[config.mk]
export PLATFORM = sky130hd
export DESIGN_NAME = fusion_buffer_flat
export DESIGN_NICKNAME = d
export VERILOG_FILES = /design/src/rtl/fusion_buffer_if.sv /design/src/rtl/fusion_buffer.sv /design/src/flat_wrapper.sv
export SDC_FILE = /design/constraint.sdc
export NUM_CORES = 2
export LEC_CHECK = 0
export BUFFER_PORTS_ARGS = -buffer_cell sky130_fd_sc_hd__buf_2
export CORE_MARGIN = 2
export CORE_UTILIZATION = 50
export DETAILED_ROUTE_END_ITERATION = 6
export PLACE_DENSITY = 0.7
export SYNTH_ARGS = -nofsm -noshare
export SYNTH_HDL_FRONTEND = slang
export SYNTH_SLANG_ARGS = --single-unit
[constraint.sdc]
create_clock -name clk_i -period 15.3 [get_ports clk_i]
set_clock_uncertainty 0.15 [all_clocks]
set_input_delay 2.295 -clock clk_i [delete_from_list [all_inputs] [get_ports clk_i]]
set_output_delay 2.295 -clock clk_i [all_outputs]
set_load 0.005 [all_outputs]
[src/rtl/fusion_buffer_if.sv]
// rtl/fusion_buffer_if.sv - scoreboard entry type and decode/issue handshake bundle for fusion_buffer
package fusion_buffer_pkg;
    typedef enum logic [3:0] {
        OP_ADD, OP_ADDW, OP_SUB, OP_LD, OP_LW, OP_LWU,
        OP_LH, OP_LHU, OP_LB, OP_LBU, OP_SD, OP_OTHER
    } fu_op_t;

    typedef struct packed {
        logic valid;
    } exception_t;

    typedef struct packed {
        fu_op_t      op;
        logic [4:0]  rs1;
        logic [4:0]  rs2;
        logic [4:0]  rd;
        logic        use_imm;
        logic        use_pc;
        logic        is_compressed;
        logic [63:0] result;
        exception_t  ex;
        logic [1:0]  is_fusion;
    } scoreboard_entry_t;
endpackage

interface fusion_buffer_if #(
    parameter int unsigned NrInPorts  = 3,
    parameter int unsigned NrOutPorts = 2
);
    fusion_buffer_pkg::scoreboard_entry_t [NrInPorts-1:0]  decoded;
    logic [NrInPorts-1:0]                                  decoded_valid;
    logic                                                  decoded_ack;
    fusion_buffer_pkg::scoreboard_entry_t [NrOutPorts-1:0] issue_instr;
    logic [NrOutPorts-1:0]                                 issue_valid;
    logic [NrOutPorts-1:0]                                 issue_ack;
    logic [NrOutPorts-1:0]                                 fusion_event;

    modport master (
        output decoded, decoded_valid, issue_ack,
        input  decoded_ack, issue_instr, issue_valid, fusion_event
    );
    modport slave (
        input  decoded, decoded_valid, issue_ack,
        output decoded_ack, issue_instr, issue_valid, fusion_event
    );
endinterface

[src/rtl/fusion_buffer.sv]
// rtl/fusion_buffer.sv - circular decode queue that greedily fuses ADD->LOAD and ADDI->ADDI pairs onto issue ports
module fusion_buffer
    import fusion_buffer_pkg::*;
#(
    parameter int unsigned NrInPorts    = 3,
    parameter int unsigned NrOutPorts   = 2,
    parameter int unsigned Depth        = 4,
    parameter logic [1:0]  FusionEnMask = 2'b11,
    parameter int unsigned HoldCycles   = 1
) (
    input  logic                     clk_i,
    input  logic                     rst_ni,
    input  logic                     flush_i,
    fusion_buffer_if.slave           bus,
    output logic [$clog2(Depth):0]   occupancy_o
);
    localparam int unsigned AW = $clog2(Depth);
    localparam int unsigned CW = AW + 1;
    localparam int unsigned HW = (HoldCycles > 0) ? $clog2(HoldCycles + 1) : 1;
    localparam logic [HW-1:0] HoldMax = HW'(HoldCycles);

    scoreboard_entry_t [Depth-1:0] mem_q, mem_d;
    logic [AW-1:0] head_q, head_d, tail_q, tail_d;
    logic [CW-1:0] count_q, count_d;
    logic [HW-1:0] hold_q, hold_d;

    logic [CW-1:0] in_cnt, off, deq, step;
    logic enq_ok, held, fused;
    scoreboard_entry_t a, b;

    function automatic logic is_add(input fu_op_t op);
        return (op == OP_ADD) || (op == OP_ADDW);
    endfunction

    function automatic logic is_load(input fu_op_t op);
        return (op == OP_LD) || (op == OP_LW) || (op == OP_LWU) || (op == OP_LH) ||
               (op == OP_LHU) || (op == OP_LB) || (op == OP_LBU);
    endfunction

    function automatic logic is_producer(input scoreboard_entry_t e);
        return is_add(e.op) && (e.rd != 5'd0) && !e.ex.valid;
    endfunction

    function automatic logic fusable(input scoreboard_entry_t x, input scoreboard_entry_t y);
        logic add_load, addi_addi;
        add_load  = is_load(y.op) && FusionEnMask[0];
        addi_addi = is_add(y.op) && x.use_imm && y.use_imm && !y.use_pc && FusionEnMask[1];
        return is_producer(x) && (y.rs1 == x.rd) && (y.rd == x.rd) && !y.ex.valid &&
               (add_load || addi_addi);
    endfunction

    // The fused op keeps the consumer's opcode; the producer's sources and immediate fold in.
    function automatic scoreboard_entry_t fuse(input scoreboard_entry_t x, input scoreboard_entry_t y);
        scoreboard_entry_t f;
        logic signed [33:0] sum;
        logic [2:0] pc_off;
        f      = y;
        f.rs1  = x.rs1;
        f.rs2  = x.rs2;
        pc_off = 3'd0;
        if (x.use_imm && x.use_pc) begin
            f.use_pc = 1'b1;
            pc_off   = x.is_compressed ? 3'd2 : 3'd4;
        end
        sum = $signed({x.result[32], x.result[32:0]}) + $signed({y.result[32], y.result[32:0]})
            - $signed({31'd0, pc_off});
        if (x.use_imm) f.result = {{30{sum[33]}}, sum};
        case ({x.is_compressed, y.is_compressed})
            2'b11:   f.is_fusion = 2'b01;
            2'b00:   f.is_fusion = 2'b11;
            default: f.is_fusion = 2'b10;
        endcase
        return f;
    endfunction

    always_comb begin
        mem_d            = mem_q;
        head_d           = head_q;
        tail_d           = tail_q;
        count_d          = count_q;
        hold_d           = hold_q;
        bus.issue_instr  = '0;
        bus.issue_valid  = '0;
        bus.fusion_event = '0;
        in_cnt           = '0;
        off              = '0;
        deq              = '0;
        step             = '0;
        fused            = 1'b0;
        a                = '0;
        b                = '0;

        for (int i = 0; i < NrInPorts; i++) in_cnt += CW'(bus.decoded_valid[i]);
        // Credit comes only from start-of-cycle occupancy; same-cycle dequeues do not count.
        enq_ok          = !flush_i && ((CW'(Depth) - count_q) >= in_cnt);
        bus.decoded_ack = enq_ok;

        held = (count_q == CW'(1)) && is_producer(mem_q[head_q]) &&
               (FusionEnMask != 2'b00) && (hold_q < HoldMax);

        for (int k = 0; k < NrOutPorts; k++) begin
            if (!flush_i && !held && (off < count_q)) begin
                a = mem_q[head_q + AW'(off)];
                b = mem_q[head_q + AW'(off) + AW'(1)];
                fused = ((off + CW'(1)) < count_q) && fusable(a, b);
                step  = fused ? CW'(2) : CW'(1);
                bus.issue_instr[k] = fused ? fuse(a, b) : a;
                bus.issue_valid[k] = 1'b1;
                if (bus.issue_ack[k]) begin
                    deq += step;
                    bus.fusion_event[k] = fused;
                end
                off += step;
            end
        end

        for (int i = 0; i < NrInPorts; i++) begin
            if (enq_ok && bus.decoded_valid[i]) mem_d[tail_q + AW'(i)] = bus.decoded[i];
        end

        head_d  = head_q + AW'(deq);
        tail_d  = tail_q + (enq_ok ? AW'(in_cnt) : AW'(0));
        count_d = count_q - deq + (enq_ok ? in_cnt : CW'(0));

        if (deq != '0)  hold_d = '0;
        else if (held)  hold_d = hold_q + 1'b1;

        if (flush_i) begin
            head_d  = '0;
            tail_d  = '0;
            count_d = '0;
            hold_d  = '0;
        end
    end

    always_ff @(posedge clk_i or negedge rst_ni) begin
        if (!rst_ni) begin
            mem_q   <= '0;
            head_q  <= '0;
            tail_q  <= '0;
            count_q <= '0;
            hold_q  <= '0;
        end else begin
            mem_q   <= mem_d;
            head_q  <= head_d;
            tail_q  <= tail_d;
            count_q <= count_d;
            hold_q  <= hold_d;
        end
    end

    assign occupancy_o = count_q;
endmodule

[src/flat_wrapper.sv]
// flat-port wrapper written by rule: the top's interface ports become plain ports
module fusion_buffer_flat import fusion_buffer_pkg::*;
#(
    parameter int unsigned NrInPorts    = 3,
    parameter int unsigned NrOutPorts   = 2,
    parameter int unsigned Depth        = 4,
    parameter logic [1:0]  FusionEnMask = 2'b11,
    parameter int unsigned HoldCycles   = 1
)
  (clk_i, rst_ni, flush_i, occupancy_o, bus_decoded, bus_decoded_valid, bus_issue_ack, bus_decoded_ack, bus_issue_instr, bus_issue_valid, bus_fusion_event);
  fusion_buffer_if #(.NrInPorts(NrInPorts), .NrOutPorts(NrOutPorts)) bus_i ();
  input  logic clk_i;
  input  logic rst_ni;
  input  logic flush_i;
  output logic [$clog2(Depth):0] occupancy_o;
  input wire logic [$bits(bus_i.decoded)-1:0] bus_decoded;
  input wire logic [$bits(bus_i.decoded_valid)-1:0] bus_decoded_valid;
  input wire logic [$bits(bus_i.issue_ack)-1:0] bus_issue_ack;
  output wire logic [$bits(bus_i.decoded_ack)-1:0] bus_decoded_ack;
  output wire logic [$bits(bus_i.issue_instr)-1:0] bus_issue_instr;
  output wire logic [$bits(bus_i.issue_valid)-1:0] bus_issue_valid;
  output wire logic [$bits(bus_i.fusion_event)-1:0] bus_fusion_event;
  assign bus_i.decoded = bus_decoded;
  assign bus_i.decoded_valid = bus_decoded_valid;
  assign bus_i.issue_ack = bus_issue_ack;
  assign bus_decoded_ack = bus_i.decoded_ack;
  assign bus_issue_instr = bus_i.issue_instr;
  assign bus_issue_valid = bus_i.issue_valid;
  assign bus_fusion_event = bus_i.fusion_event;
  fusion_buffer #(.NrInPorts(NrInPorts), .NrOutPorts(NrOutPorts), .Depth(Depth), .FusionEnMask(FusionEnMask), .HoldCycles(HoldCycles)) u_core (.clk_i(clk_i), .rst_ni(rst_ni), .flush_i(flush_i), .bus(bus_i), .occupancy_o(occupancy_o));
endmodule
==> summary.txt <==
Setup path
  – Stages on the worst setup path: 29
  – Critical path buffer and inverter count: 6
  – R2R cell count: 25
  – Critical path origin: u_core.head_q[0]
  – Critical path's slowest cell: dfrtp_4
  – Most used cell, CP: buf_4
  – Critical Path Max Stage Delay: 0.87 ns
  – WP data required: 12.86 ns
  – Nature of the critical path endpoint: output port
  – Crit-path max FO: 80
  – Critical path class: register to output port
  – Family with the most delay on the worst path: compound AO/OA/AOI/OAI gates
  – Setup crit end: bus_issue_instr[125]
  – FF-to-FF setup slack: 6.36 ns
  – Reg2reg end: u_core.occupancy_o[2]
  – R2r startpoint: u_core.head_q[0]
  – Kind of start point of the critical path: register
  – Worst EP arrival: 10.88 ns

STA
  – Setup violations, final: 0
  – Fin. Hold Viols: 0
  – Final period utilization: 87.1%
  – Fmax: 0.0751 GHz
  – Final max-slew violation count: 0
  – Setup total negative slack: 0 ns
  – Slew HR: 17.4%
  – Slew of the pin with the lowest slew margin: 1.24 ns
  – RSZ-0062 raised after global routing: false
  – Post-route minimum period: 13.32 ns

Route
  – Average wire per standard cell: 24.1 µm
  – Initial DRC count: 4699
  – Routed vias/inst: 6.37
  – Remaining DRCs: 0
  – DR pass1 iterations: 7
  – Via Count: 37.7k
  – Post-route ant nets: 0
  – Routed WL: 142000 µm

Clock network
  – Hold Buf Count CTS: 0
  – Worst-Skew Late Latency: 0.61 ns
  – Post-CTS Resized: 0
  – CTS tree: yes
  – Clock Tree Root: clkbuf_16
  – Clock Tree Buf Depth: 3
  – CTS Sinks: 364
  – H-tree depth: 2
  – Reg clk slew, reported paths: 0.06 ns
  – CTS buffer count: 46
  – Post CTS Setup Buffer Count: 0

Die
  – IO Pins: 461
  – FP Rows: 101
  – Die X: 280 µm
  – Die area: 78200 µm²
  – Starting density of the core: 50.3%
  – Core area: 75600 µm²
  – Die H: 280 µm

Logic synthesis
  – Synth Cell Area: 38000 µm²
  – Syn Inst Count: 4684
  – Post-synthesis register bit count: 364
  – Syn_area_per_cell: 8.11 µm²
  – Most used DFF post-synth: dfrtp_1
  – Post-synthesis sequential area ratio: 24.0%
  – Area contributors post-synth: dfrtp_1 24%, mux4_2 15%, mux2i_1 11%
  – Yosys warnings: 0
  – Dominant cell type by area after synthesis: dfrtp_1
  – Syn nets: 5110
  – Post-synth EDFFs: 0
  – Synth unique cells: 86
  – Synth top area share: 24.0%
  – Post-synthesis async set-or-reset flop share: 100%

Layout
  – Synth-to-Final Area Change: 11.2%
  – Fillcell total: 7013
  – Commonest non-fill, non-tap cell in the layout: nand2_1
  – Most frequent cells in the layout: 1049 x nand2_1, 822 x o21ai_0, 459 x buf_2, 420 x mux2i_1, 362 x dfrtp_1
  – Layout cells sized above 1: 19.1%
  – Nets: 5288

Job
  – MaxCap Viol Count: 0

Global route
  – GRT Util Overall: 35.5%
  – First-pass GRT wire length: 214000 µm
  – Vias in the first global route: 34.4k
  – Total gr overflow: 0
  – Antenna violations before repair: 72
  – Maximum number of pins on one net before global-route repair: 162

Hold path
  – Min-Delay Path Class: register to register

Run status
  – Status: completed

Placed design
  – Detailed Place HPWL: 96900 µm
  – Placer Congestion: 0.970
  – I/O Buffers: 460
[worst register-to-register path: cells and delay by family, from the launching register on]
family / cells / cell delay [ns]
fa+ha+maj: 4 / 1.50
mux: 4 / 1.34
compound gates: 3 / 0.72
flops: 1 / 0.87
simple gates: 5 / 1.46
buf+inv: 5 / 2.16
xor+xnor: 4 / 0.62
[cells by family (layout without fill, tap and decap cells)]
kind of cell | after synthesis | count (layout) | synth area share (%)
AO/OA/AOI/OAI | 1282 | 1282 | 19.6
XOR/XNOR | 63 | 63 | 1.47
adder cells (fa/ha/maj) | 151 | 151 | 5.13
buffers and inverters | 647 | 854 | 6.71
flip-flops | 364 | 364 | 24.0
multiplexers | 698 | 698 | 27.0
other | 1 | 51 | 0.00987
AND/OR/NAND/NOR | 1478 | 1478 | 16.2
[cells in the mapped netlist, drive strengths merged (4+ instances only)]
| cell type | count |
|---|---|
| nand2 | 1057 |
| o21ai | 825 |
| mux2i | 421 |
| dfrtp | 364 |
| inv | 264 |
| mux4 | 260 |
| clkbuf | 250 |
| a21oi | 189 |
| nor2 | 156 |
| ha | 143 |
| buf | 132 |
| nand3 | 81 |
| a211oi | 48 |
| xnor2 | 46 |
| a221oi | 35 |
| and2 | 34 |
| nor3 | 33 |
| a21o | 32 |
| a22oi | 31 |
| and3 | 29 |
| nor2b | 19 |
| nand2b | 18 |
| mux2 | 17 |
| xor2 | 17 |
| a31oi | 15 |
| o21a | 12 |
| o211ai | 11 |
| a211o | 10 |
| o21bai | 10 |
| or3 | 10 |
| fa | 8 |
| or2 | 8 |
| o211a | 7 |
| o22ai | 7 |
| a21boi | 6 |
| nand4b | 5 |
| o311ai | 5 |
| a221o | 4 |
| nand4 | 4 |
| nor3b | 4 |
| nor4 | 4 |
| or4 | 4 |
[layout make-up]
class	instances	area, µm²	area share [%]
Multi-Input combinational cell	3673	26600	62.9
Sequential cell	364	9120	21.6
Timing Repair Buffer	512	2740	6.48
Clock buffer	68	1350	3.18
Tap cell	978	1220	2.90
Inverter	265	995	2.35
Clock inverter	9	155	0.367
Antenna cell	50	125	0.296
[state kept, by name, summed over array words and instances (netlist names)]
name	flops
u_core.tail_q	2
u_core.hold_q	1
u_core.head_q	2
u_core.occupancy_o	3
u_core.mem_q	356
[stage by stage]
stage / hold slack [ns] / utilization [%] / worst slack [ns] / cells / area [µm²]
2_1_floorplan: 0.458 / - / 4.57 / 4684 / 38000
3_3_place_gp: 0.534 / 53.8 / 2.92 / 5792 / 40600
3_5_place_dp: 0.559 / 53.8 / 2.74 / 5792 / 40600
4_1_cts: 0.571 / 55.8 / 2.05 / 5869 / 42100
5_1_grt: 0.625 / 55.9 / 1.27 / 5911 / 42200
6_report: 0.587 / 55.9 / 1.98 / 5919 / 42300
[routing by layer]
metal	share of wire (%)	GRT usage (%)
met3	13	10.8
met1	40	49.4
met4	3.6	14.2
met2	43	51.5
met5	0.19	0
[how the worst min path moves through the flow]
stage / start / to / slack, ns / cells past startpoint
after floorplan: u_core.head_q[0] / u_core.head_q[0] / 0.46 / 2
after global placement: u_core.mem_q[344] / u_core.mem_q[344] / 0.53 / 4
after detailed placement: u_core.mem_q[253] / u_core.mem_q[253] / 0.56 / 4
after CTS: u_core.mem_q[78] / u_core.mem_q[78] / 0.57 / 4
after global routing: u_core.mem_q[90] / u_core.mem_q[90] / 0.63 / 4
final: u_core.mem_q[78] / u_core.mem_q[78] / 0.59 / 4
Power is left out: the tool's default activity adds up to more than one toggle a clock period on the data nets, which glitch-free logic cannot reach.
